**config.mk**
```make
export PLATFORM = sky130hd
export DESIGN_NAME = binary_to_bcd_serial
export DESIGN_NICKNAME = d
export VERILOG_FILES = /design/src/rtl/bcd_pkg.sv /design/src/rtl/bcd_digit_adjust.sv /design/src/rtl/binary_to_bcd_serial.sv
export SDC_FILE = /design/constraint.sdc
export NUM_CORES = 1
export LEC_CHECK = 0
export CAP_MARGIN = 20
export CORE_MARGIN = 3
export CORE_UTILIZATION = 52
export DETAILED_ROUTE_END_ITERATION = 16
export GPL_TIMING_DRIVEN = 0
export PLACE_DENSITY = 0.77
export SYNTH_ARGS = -nofsm -noshare
export SYNTH_HDL_FRONTEND = slang
export SYNTH_SLANG_ARGS = --single-unit
```
**constraint.sdc**
```tcl
create_clock -name Clock -period 1.82 [get_ports Clock]
set_input_delay 0.182 -clock Clock [delete_from_list [all_inputs] [get_ports Clock]]
set_output_delay 0.182 -clock Clock [all_outputs]
set_load 0.01 [all_outputs]
```
**src/rtl/bcd_pkg.sv**
```systemverilog
// -----------------------------------------------------------------------------
// bcd_pkg
//   Shared constants and FSM encoding for the serial binary-to-BCD converter.
//   Contents:
//     BCD_DIGIT_W     width of one BCD digit (nibble)
//     BCD_ADJ_THRESH  digit value at or above which the add-3 adjust applies
//     BCD_ADJ_ADD     adjust amount added before each shift
//     BCD_NINE        largest legal BCD digit, used for saturated output
//     bcd_state_e     converter FSM state encoding
// -----------------------------------------------------------------------------
package bcd_pkg;

  localparam int         BCD_DIGIT_W    = 4;
  localparam logic [3:0] BCD_ADJ_THRESH = 4'd5;
  localparam logic [3:0] BCD_ADJ_ADD    = 4'd3;
  localparam logic [3:0] BCD_NINE       = 4'd9;

  typedef enum logic {
    IDLE  = 1'b0,
    SHIFT = 1'b1
  } bcd_state_e;

endpackage : bcd_pkg

```
**src/rtl/bcd_digit_adjust.sv**
```systemverilog
// -----------------------------------------------------------------------------
// bcd_digit_adjust
//   Combinational double-dabble digit correction: a digit of 5 or more gets 3
//   added so that the following left shift carries correctly into the next
//   decimal digit. The sum stays within 4 bits; there is no carry out.
//   Ports:
//     digit_in   [3:0]  BCD digit before adjust
//     digit_out  [3:0]  BCD digit after adjust
// -----------------------------------------------------------------------------
module bcd_digit_adjust
  import bcd_pkg::*;
(
  input  logic [3:0] digit_in,
  output logic [3:0] digit_out
);

  assign digit_out = (digit_in >= BCD_ADJ_THRESH) ? (digit_in + BCD_ADJ_ADD) : digit_in;

endmodule : bcd_digit_adjust

```
**src/rtl/binary_to_bcd_serial.sv**
```systemverilog
// -----------------------------------------------------------------------------
// binary_to_bcd_serial
//   Multi-cycle shift-and-add-3 (double-dabble) converter from an unsigned
//   binary value to packed BCD, one input bit per clock.
//   Ports:
//     Clock          rising-edge clock
//     Reset_N        asynchronous active-low reset
//     Start          conversion request, sampled only while Busy=0
//     Binary_Number  unsigned input value, captured on the accepting edge
//     Busy           conversion in progress
//     Done           one-cycle pulse; BCD_Number/Overflow valid and held
//     BCD_Number     packed BCD, most-significant digit in the top nibble
//     Overflow       captured value was >= 10**DIGITS
//   Build option:
//     BCD_SATURATE_EN  when defined, an overflowing result is replaced by all
//                      nines; otherwise the value modulo 10**DIGITS is output.
// -----------------------------------------------------------------------------
module binary_to_bcd_serial
  import bcd_pkg::*;
#(
  parameter int BIN_WIDTH = 7,
  parameter int DIGITS    = 2
) (
  input  logic                          Clock,
  input  logic                          Reset_N,
  input  logic                          Start,
  input  logic [BIN_WIDTH-1:0]          Binary_Number,
  output logic                          Busy,
  output logic                          Done,
  output logic [BCD_DIGIT_W*DIGITS-1:0] BCD_Number,
  output logic                          Overflow
);

  localparam int                BCD_W     = BCD_DIGIT_W * DIGITS;
  localparam int                REG_W     = BCD_W + BIN_WIDTH;
  localparam int                CNT_W     = $clog2(BIN_WIDTH + 1);
  localparam logic [CNT_W-1:0]  LAST_CNT  = CNT_W'(BIN_WIDTH - 1);
  localparam logic [31:0]       BCD_LIMIT = 32'(10 ** DIGITS);

  bcd_state_e         state_reg;
  logic [CNT_W-1:0]   cnt_reg;
  logic [REG_W-1:0]   shift_reg;
  logic               ovf_flag_reg;
  logic               busy_reg;
  logic               done_reg;
  logic [BCD_W-1:0]   bcd_reg;
  logic               overflow_reg;

  logic [BCD_W-1:0]   digits_adj;
  logic [REG_W-1:0]   shift_next;
  logic [BCD_W-1:0]   bcd_next;
  logic               ovf_next;

  // Digit field sits above the binary field; every digit is adjusted in
  // parallel before the single-bit shift.
  generate
    for (genvar gi = 0; gi < DIGITS; gi++) begin : g_adj
      bcd_digit_adjust u_adj (
        .digit_in  (shift_reg[BIN_WIDTH + gi*BCD_DIGIT_W +: BCD_DIGIT_W]),
        .digit_out (digits_adj[gi*BCD_DIGIT_W +: BCD_DIGIT_W])
      );
    end
  endgenerate

  // The top bit falls off the register: a carry out of the most significant
  // digit is discarded, leaving the value modulo 10**DIGITS.
  assign shift_next = {digits_adj[BCD_W-2:0], shift_reg[BIN_WIDTH-1:0], 1'b0};

  assign ovf_next = ({{(32-BIN_WIDTH){1'b0}}, Binary_Number} >= BCD_LIMIT);

`ifdef BCD_SATURATE_EN
  assign bcd_next = ovf_flag_reg ? {DIGITS{BCD_NINE}} : shift_next[REG_W-1 -: BCD_W];
`else
  assign bcd_next = shift_next[REG_W-1 -: BCD_W];
`endif

  always_ff @(posedge Clock or negedge Reset_N) begin
    if (!Reset_N) begin
      state_reg    <= IDLE;
      cnt_reg      <= '0;
      shift_reg    <= '0;
      ovf_flag_reg <= 1'b0;
      busy_reg     <= 1'b0;
      done_reg     <= 1'b0;
      bcd_reg      <= '0;
      overflow_reg <= 1'b0;
    end else begin
      done_reg <= 1'b0;
      case (state_reg)
        IDLE: begin
          if (Start) begin
            shift_reg    <= {{BCD_W{1'b0}}, Binary_Number};
            cnt_reg      <= '0;
            ovf_flag_reg <= ovf_next;
            busy_reg     <= 1'b1;
            state_reg    <= SHIFT;
          end
        end
        SHIFT: begin
          shift_reg <= shift_next;
          cnt_reg   <= cnt_reg + CNT_W'(1);
          // The final shift and the result capture happen on the same edge.
          if (cnt_reg == LAST_CNT) begin
            bcd_reg      <= bcd_next;
            overflow_reg <= ovf_flag_reg;
            done_reg     <= 1'b1;
            busy_reg     <= 1'b0;
            state_reg    <= IDLE;
          end
        end
        default: state_reg <= IDLE;
      endcase
    end
  end

  assign Busy       = busy_reg;
  assign Done       = done_reg;
  assign BCD_Number = bcd_reg;
  assign Overflow   = overflow_reg;

endmodule : binary_to_bcd_serial
```
[Yosys cells after proc, flatten, opt, wreduce, memory -nomap -nowiden]
Cells that the tools add are included.
Widths: inputs -> output; s select.
Cells by class
  $add $sub $neg: 3
  $lt $le $gt $ge: 3
  equality and inequality tests: 3
  mux-type cells: 14
  bitwise logic cells: 1
  reductions and logical operators: 3
Operators with widths (count)
  $pmux 15 s2: 1
  $mux 15: 1
  $ge 4x3->1 const B: 2
  $ge 7x7->1 const B: 1
  $mux 1: 6
  $mux 3: 2
  $pmux 3 s2: 1
  $reduce_and 2->1: 3
  $add 4x2->4 const B: 1
  $mux 4: 1
  $pmux 1 s2: 2
  $add 3x1->3 const B: 1
  $add 3x2->3 const B: 1
  $eq 3x3->1 const B: 1
  $ne 2x1->1 const B: 1
  $ne 2x2->1 const B: 1
  $not 1->1: 1
Word-level totals
  register bits after elaboration: 31
  output and inout bits: 11

[Longest topological paths before layout]
Gate-level depths: netlist (run 1).
  depth after elaboration: 3
  depth in mapped cells: 6

[Modules after synthesis]
A second synthesis (run 1) with hierarchy kept.
Unflattened totals
  cells, all modules: 122
  area total of the unflattened synthesis: 1475.2 µm²
Modules (own cells, without submodules)
  binary_to_bcd_serial: times used 1, cells each 90, area an instance 1272.5 µm², sequential area each 775.7 µm²
  bcd_digit_adjust: times used 2, cells each 16, area an instance 101.3 µm², sequential area each 0.0 µm²

[Worst setup path after synthesis (run 1)]
No wires, ideal clock.
  kind: register to register
  start point: register shift_reg[7]
  end point: register shift_reg[9]
  setup time: 0.082 ns
  arrival: 1.371 ns
  slack: 0.367 ns
  cell stages (with the launch flop): 7
  period minus slack after synthesis: 1.453 ns
  cell sequence: dfrtp_1 > inv_1 > ha_1 > nand2b_1 > a21oi_2 > mux2_2 > o22ai_1
On the way
  cells in the longest elaborated chain, start to end: 3
  elaborated cells between the ends (all ways): 4
  classes of those cells: 1 x add/sub; 1 x order compare; 2 x mux
RTL lines
  start: declaration: line binary_to_bcd_serial.sv:42  | logic [REG_W-1:0] shift_reg;
  start signal: assignment: line binary_to_bcd_serial.sv:92  | shift_reg <= {{BCD_W{1'b0}}, Binary_Number};
  start signal: assignment: line binary_to_bcd_serial.sv:100  | shift_reg <= shift_next;
  $add 4x2->4 / $ge 4x3->1 (equally long branches): line bcd_digit_adjust.sv:17  | assign digit_out = (digit_in >= BCD_ADJ_THRESH) ? (digit_in + BCD_ADJ_ADD) : digit_in;
  $mux 4 (*): line bcd_digit_adjust.sv:17
  $pmux 15 s2 (*): line binary_to_bcd_serial.sv:89  | case (state_reg)
Every way passes the cells marked *; elsewhere a longest branch is shown, timed or not.
A chain may end at the register's enable or synchronous reset.

[Final worst setup path (run 1)]
Same ends and word-level chain as after synthesis.

==> summary.md, run 1 <==
| Metric | Value |
|---|---|
| Status | finished, final reports clean |
| Synth Area per Inst | 10.75 um2 |
| Min Tclk post-route | 1.605 ns |
| CTS Buf Count | 5 |
| Root Buffer | clkbuf_4 |
| Slowest CP cell | dfrtp_1 |
| Synth Register Bits | 31 |
| Main synth FF type | dfrtp_1 |
| Setup Fix Bufs, Post-CTS | 0 |
| Distinct cells, synth | 25 |
| Slew headroom | 37.45% |
| Area delta synth->final | 22.13% |
| CP delay by family, top | flip-flops |
| Max Slew Vio Count | 0 |
| Fillers | 201 |
| Hold buffer count at CTS | 0 |
| DRC | 0 |
| Yosys warning total | 0 |
| Area taken by multi-input logic gates | 576.8 um2 |
| Critical-path cell list | inv_1 > ha_1 > nand2b_1 > a21oi_2 > mux2_2 > o22ai_1 |
| Detailed Place HPWL | 1924 um |
| Fin area | 1719 um2 |
| Placed Instance Area | 1650 um2 |
| Crit-path max FO | 3 |
| Antenna violations before repair | 0 |
| Register area | 775.7 um2 |
| I/O Buffers | 19 |
| I/O pin cnt | 21 |
| Final setup violation count | 0 |
| Type of origin of the critical path | register |
| Vias in the first global route | 985 |
| WL final | 2543 um |
| Post-place setup slack | 0.2439 ns |
| TNS Setup | 0 ns |
| Clock Skew | 0.004315 ns |
| Hold Vio Cnt, Final | 0 |
| Synthesized area | 1408 um2 |
| Overflow after GRT | 0 |
| DRT iter0 DRCs | 18 |
| Largest net degree at the start of global routing | 21 |
| CTS tree | built |
| PD cells | 1694 nW/um2 |
| Flip-flop count of the largest register after layout | 15 |
| # clock sinks | 31 |
| Setup crit end kind | register |
| Post-Syn Instances | 131 |
| H-tree depth | 2 |
| Number of max-cap violations | 0 |
| Initial Util | 55.80% |
| CP Class | register to register |
| Largest stage delay on the critical path | 0.41 ns |
| Wire per inst | 13.46 um |
| CP bufs+invs | 1 |
| Most frequent cells in the layout | dfrtp_1, nand2_1, clkdlybuf4s50_1 |
| Die width | 58.03 um |
| Worst IR drop on VDD | 1042 uV |
| Die Span Y | 58.03 um |
| Post-CTS sizing | 0 |
| PnR worst setup slack | 0.2150 ns |
| Antenna Violating Nets Remaining | 0 |
| Via/cell ratio | 5.212 |
| Static Leak | 0.7896 nW |
| Period utilization | 88.19% |
| Via count | 985 |
| Clock transition at path regs | 0.09 ns |
| Global-route wire length before repair | 4395 um |
| Seq/Total Area, Yosys | 55.11% |
| Worst EP required | 2.06 ns |
| DRT Pass-1 Iters | 4 |
| Die area | 3367 um2 |
| Ys async rst share | 100.0% |
| Synth Net Count | 147 |
| WP data arrival | 1.84 ns |
| Total chip power | 2.912 mW |
| Global placement routability congestion | 0.7406 |
| Placement row count | 18 |
| Fmax | 623.1 MHz |
| Clock Tree Buf Depth | 2 |
| RSZ-0062 raised after global routing | false |
| Share of layout cells above drive strength 1 | 12.58% |
| Worst-Margin Slew | 0.9354 ns |
| Fin nets | 174 |
| Post-synth EDFFs | 0 |
| Core Area | 2522 um2 |
| Worst skew pair latency | 0.31 ns |
| Tot GR Track Use | 17.95% |
| Ant. Diodes | 0 |
| Type of the tightest min-delay check | input pin to register |
| Commonest non-fill, non-tap cell in the layout | dfrtp_1 |
cell usage after synthesis, types with 2 or more instances:
| cell | count | area share [%] |
|---|---|---|
| nand2_1 | 22 | 5.9 |
| inv_1 | 6 | 1.6 |
| o21ai_0 | 16 | 5.7 |
| mux2_2 | 3 | 2.4 |
| a21oi_1 | 4 | 1.4 |
| nor2_1 | 4 | 1.1 |
| nand2b_1 | 2 | 0.89 |
| mux2_4 | 2 | 2.1 |
| o22ai_1 | 5 | 2.2 |
| clkbuf_1 | 3 | 0.80 |
| mux2i_1 | 8 | 5.7 |
| ha_1 | 6 | 5.3 |
| buf_2 | 2 | 0.71 |
| nor3b_1 | 4 | 2.1 |
| dfrtp_1 | 31 | 55 |
| a21oi_2 | 2 | 1.2 |
| xnor2_1 | 3 | 1.9 |
metal layers:
metal	wire length, um	track usage [%]
met1	1147	21.82
met2	1240	29.03
met3	134	6.682
met4	21	6.954
met5	0	0
worst register-to-register path: stages (launching register included):
cell	delay [ns]
dfrtp_1	0.41
inv_1	0.13
ha_1	0.21
nand2b_1	0.09
a21oi_2	0.19
mux2_2	0.36
o22ai_1	0.15
metrics by stage:
stage               cells  hold WS (ns)  utilization [%]
global placement      180        0.4632            64.83
floorplan             131       -0.1136                -
CTS                   189        0.3002            68.15
finish                189        0.3209            68.15
global route          189        0.3256            68.15
detailed placement    181        0.4691            65.43
logic make-up (layout without fill, tap and decap cells):
| kind of cell | after synthesis | count (layout) | share of synthesized area, % |
|---|---|---|---|
| simple gates | 34 | 34 | 10.67 |
| mux | 13 | 13 | 10.22 |
| flops | 31 | 31 | 55.11 |
| buf+inv | 13 | 41 | 3.911 |
| fa+ha+maj | 6 | 6 | 5.333 |
| compound gates | 31 | 31 | 12.89 |
| xor+xnor | 3 | 3 | 1.867 |
power by group:
group | leakage, nW | internal, mW | switching (mW)
clock | 0.0386 | 0.227 | 0.217
sequential | 0.394 | 0.988 | 0.201
combinational | 0.357 | 0.643 | 0.636
total | 0.790 | 1.86 | 1.05
path summary, 6_finish.rpt:
kind / start / depth (start not counted) / slack, ns / end
worst max-delay path: shift_reg[7] / 6 / 0.22 / shift_reg[9]
worst min-delay path: Start / 3 / 0.32 / shift_reg[2]
worst max register to register: shift_reg[7] / 6 / 0.22 / shift_reg[9]
worst min register to register: BCD_Number[7] / 2 / 0.48 / BCD_Number[7]
max in group asynchronous: Reset_N / 2 / 0.84 / shift_reg[1]
min in group asynchronous: Reset_N / 1 / 0.38 / cnt_reg[1]
layout make-up:
type                    count  area share [%]
flip-flops and latches     31           45.12
multi-input cells          87           33.55
repair buffers             20           11.94
clock buffers               8           4.003
well taps                  30           2.183
plain buffers               6           1.674
inverters                   7           1.528
Power figures use the tool's default switching activity.
==> run 2: changes to the inputs <==
--- a/config.mk
+++ b/config.mk
@@ -6,7 +6,6 @@
 export NUM_CORES = 1
 export LEC_CHECK = 0
 export CAP_MARGIN = 20
-export CORE_MARGIN = 3
 export CORE_UTILIZATION = 52
 export DETAILED_ROUTE_END_ITERATION = 16
 export GPL_TIMING_DRIVEN = 0
==> constraint.sdc (replaced) <==
create_clock -name Clock -period 1.7 [get_ports Clock]
set_input_delay 0.17 -clock Clock [delete_from_list [all_inputs] [get_ports Clock]]
set_output_delay 0.17 -clock Clock [all_outputs]
set_load 0.01 [all_outputs]
==> run 2 against run 1 <==
Effect of this change: via count increased by 4.5%; die area shrank 13%; sequential share of layout area is 0.066 points lower; register-to-register slack lost 0.10 ns; critical path type unchanged; count of clock-buffer cells in the layout fell by 2; routed wire length increased by 1.1%; worst hold slack worse by 0.086 ns.
==> summary.md, run 2 (synthesized netlist as in run 1, its figures left out) <==
| Metric | Value |
|---|---|
| Status | finished, final reports clean |
| DRT Pass-1 Iters | 4 (unchanged) |
| Max Slew Vio Count | 0 (unchanged) |
| Vias in the first global route | 987 (+0.20%) |
| Finished Core Util | 68.25% (+0.099 points) |
| Clock Tree Buf Depth | 2 (unchanged) |
| CTS tree | built |
| Fmax | 630.4 MHz (+1.2%) |
| # clock sinks | 31 (unchanged) |
| Overflow after GRT | 0 (unchanged) |
| Period utilization | 93.31% (+5.1 points) |
| Initial Util | 55.80% (unchanged) |
| Final setup violation count | 0 (unchanged) |
| Die Span Y | 54.03 um (-6.9%) |
| Worst IR drop on VDD | 1120 uV (+7.5%) |
| Antenna violations before repair | 0 (unchanged) |
| R2R Setup Slk | 0.11 ns (-0.10 ns) |
| I/O Buffers | 19 (unchanged) |
| Wire per inst | 13.67 um (+1.6%) |
| Worst EP required | 1.95 ns (-0.11 ns) |
| Slew headroom | 56.17% (+19 points) |
| Commonest non-fill, non-tap cell in the layout | dfrtp_1 |
| CP Class | register to register |
| PD cells | 1790 nW/um2 (+5.7%) |
| Via/cell ratio | 5.473 (+5.0%) |
| WP data arrival | 1.84 ns (about the same) |
| Placement row count | 18 (unchanged) |
| WL final | 2570 um (+1.1%) |
| Share of layout cells above drive strength 1 | 13.29% (+0.71 points) |
| Die area | 2919 um2 (-13%) |
| Min Tclk post-route | 1.586 ns (-0.01879 ns) |
| Top Usage Layer GRT | met2 |
| Met1 GRT Util | 27.85% (+6.0 points) |
| I/O pin cnt | 21 (unchanged) |
| Type of the tightest min-delay check | input pin to async pin |
| Detailed Place HPWL | 1906 um (-0.97%) |
| Most frequent cells in the layout | dfrtp_1, nand2_1, clkdlybuf4s50_1 |
| H-tree depth | 2 (unchanged) |
| Via count | 1,029 (+4.5%) |
| Type of origin of the critical path | register |
| Core Area | 2522 um2 (unchanged) |
| Static Leak | 0.7891 nW (about the same) |
| Tot GR Track Use | 22.63% (+4.7 points) |
| WHS | 0.2352 ns (-0.08579 ns) |
| FF-to-FF Start | shift_reg[7] |
| R2R cell count | 6 (unchanged) |
| Area delta synth->final | 22.31% |
| RSZ-0062 raised after global routing | false |
| Die width | 54.03 um (-6.9%) |
| Global-route wire length before repair | 4422 um (+0.61%) |
| Setup crit end kind | register |
| Hold buffer count at CTS | 0 (unchanged) |
| Root Buffer | clkbuf_4 |
| Met3 GRT Util | 6.215% (-0.47 points) |
| DRC | 0 (unchanged) |
| Crit-path max FO | 3 (unchanged) |
| Antenna Violating Nets Remaining | 0 (unchanged) |
| Worst skew pair latency | 0.33 ns (+0.02 ns) |
| Hold Vio Cnt, Final | 0 (unchanged) |
| Met2 GRT Util | 35.39% (+6.4 points) |
| Largest net degree at the start of global routing | 21 (unchanged) |
| Flip-flop count of the largest register after layout | 15 (unchanged) |
| Clock Skew | 0.004149 ns (-0.0001660 ns) |
| Reg2Reg Capture Point | shift_reg[9] |
| Worst-Margin Slew | 0.6554 ns (-0.2800 ns) |
| Number of max-cap violations | 0 (unchanged) |
| Fin nets | 174 (unchanged) |
| Ant. Diodes | 0 (unchanged) |
| Clock transition at path regs | 0.09 ns (about the same) |
| DRT iter0 DRCs | 3 (-15) |
| CTS Buf Count | 5 (unchanged) |
| Global placement routability congestion | 0.7897 (+6.6%) |
[run 2: cell types whose count changed in the layout (fill, tap and decap cells not counted), sizes merged]
cell and delta:
clkbuf -2, clkinv +1
[run 2: metrics by stage]
| step | setup slack (ns) | power, mW | std cells | area, um2 | TNS (ns) |
|---|---|---|---|---|---|
| after global placement | -0.07339 | 2.592 | 180 | 1635 | -2.257 |
| final | 0.1138 | 3.082 | 188 | 1722 | 0 |
| after detailed placement | 0.1130 | 2.680 | 181 | 1663 | 0 |
| after floorplan | 0.2469 | 2.175 | 131 | 1408 | 0 |
| after global routing | 0.02633 | 3.348 | 188 | 1722 | 0 |
| after CTS | 0.08976 | 3.110 | 188 | 1719 | 0 |
[run 2: where the power goes]
group          switching (mW)  internal (mW)  total [mW]
registers               0.216           1.06        1.27
clock network           0.241          0.191       0.433
logic                   0.680          0.696        1.38
[run 2: critical path: stages, from the launching register on]
cell	delay (ns)
dfrtp_1	0.40
inv_1	0.13
ha_2	0.21
nand2b_1	0.08
a21oi_2	0.18
mux2_2	0.36
o22ai_1	0.14
[run 2: layer usage]
metal / wire (um) / vias to the layer above
li1: - / 499
met2: 1235 / 23
met1: 1172 / 498
met4: 59 / 0
met3: 104 / 9
met5: 0 / -
[run 2: what timing repair did]
item / in CTS / in global routing
setup buffers: 0 / 0
gates resized for setup: 0 / 2
setup endpoints to repair: 0 / 1
[run 2: worst max-delay path by stage]
stage	start	to	slack [ns]
6_report	shift_reg[7]	shift_reg[9]	0.11
5_1_grt	shift_reg[7]	BCD_Number[2]	0.03
2_1_floorplan	shift_reg[7]	shift_reg[9]	0.25
3_5_place_dp	shift_reg[7]	BCD_Number[2]	0.11
3_3_place_gp	Reset_N	shift_reg[1]	-0.07
4_1_cts	shift_reg[7]	BCD_Number[2]	0.09
[run 2: final cells by class]
class | count | area (um2)
Timing Repair Buffer | 20 | 217.7
Clock buffer | 6 | 51.30
Clock inverter | 1 | 5.005
Tap cell | 30 | 37.54
Fill cell | 220 | 800.8
Buffer | 6 | 28.78
Sequential cell | 31 | 775.7
Inverter | 7 | 26.28
Multi-Input combinational cell | 87 | 579.3
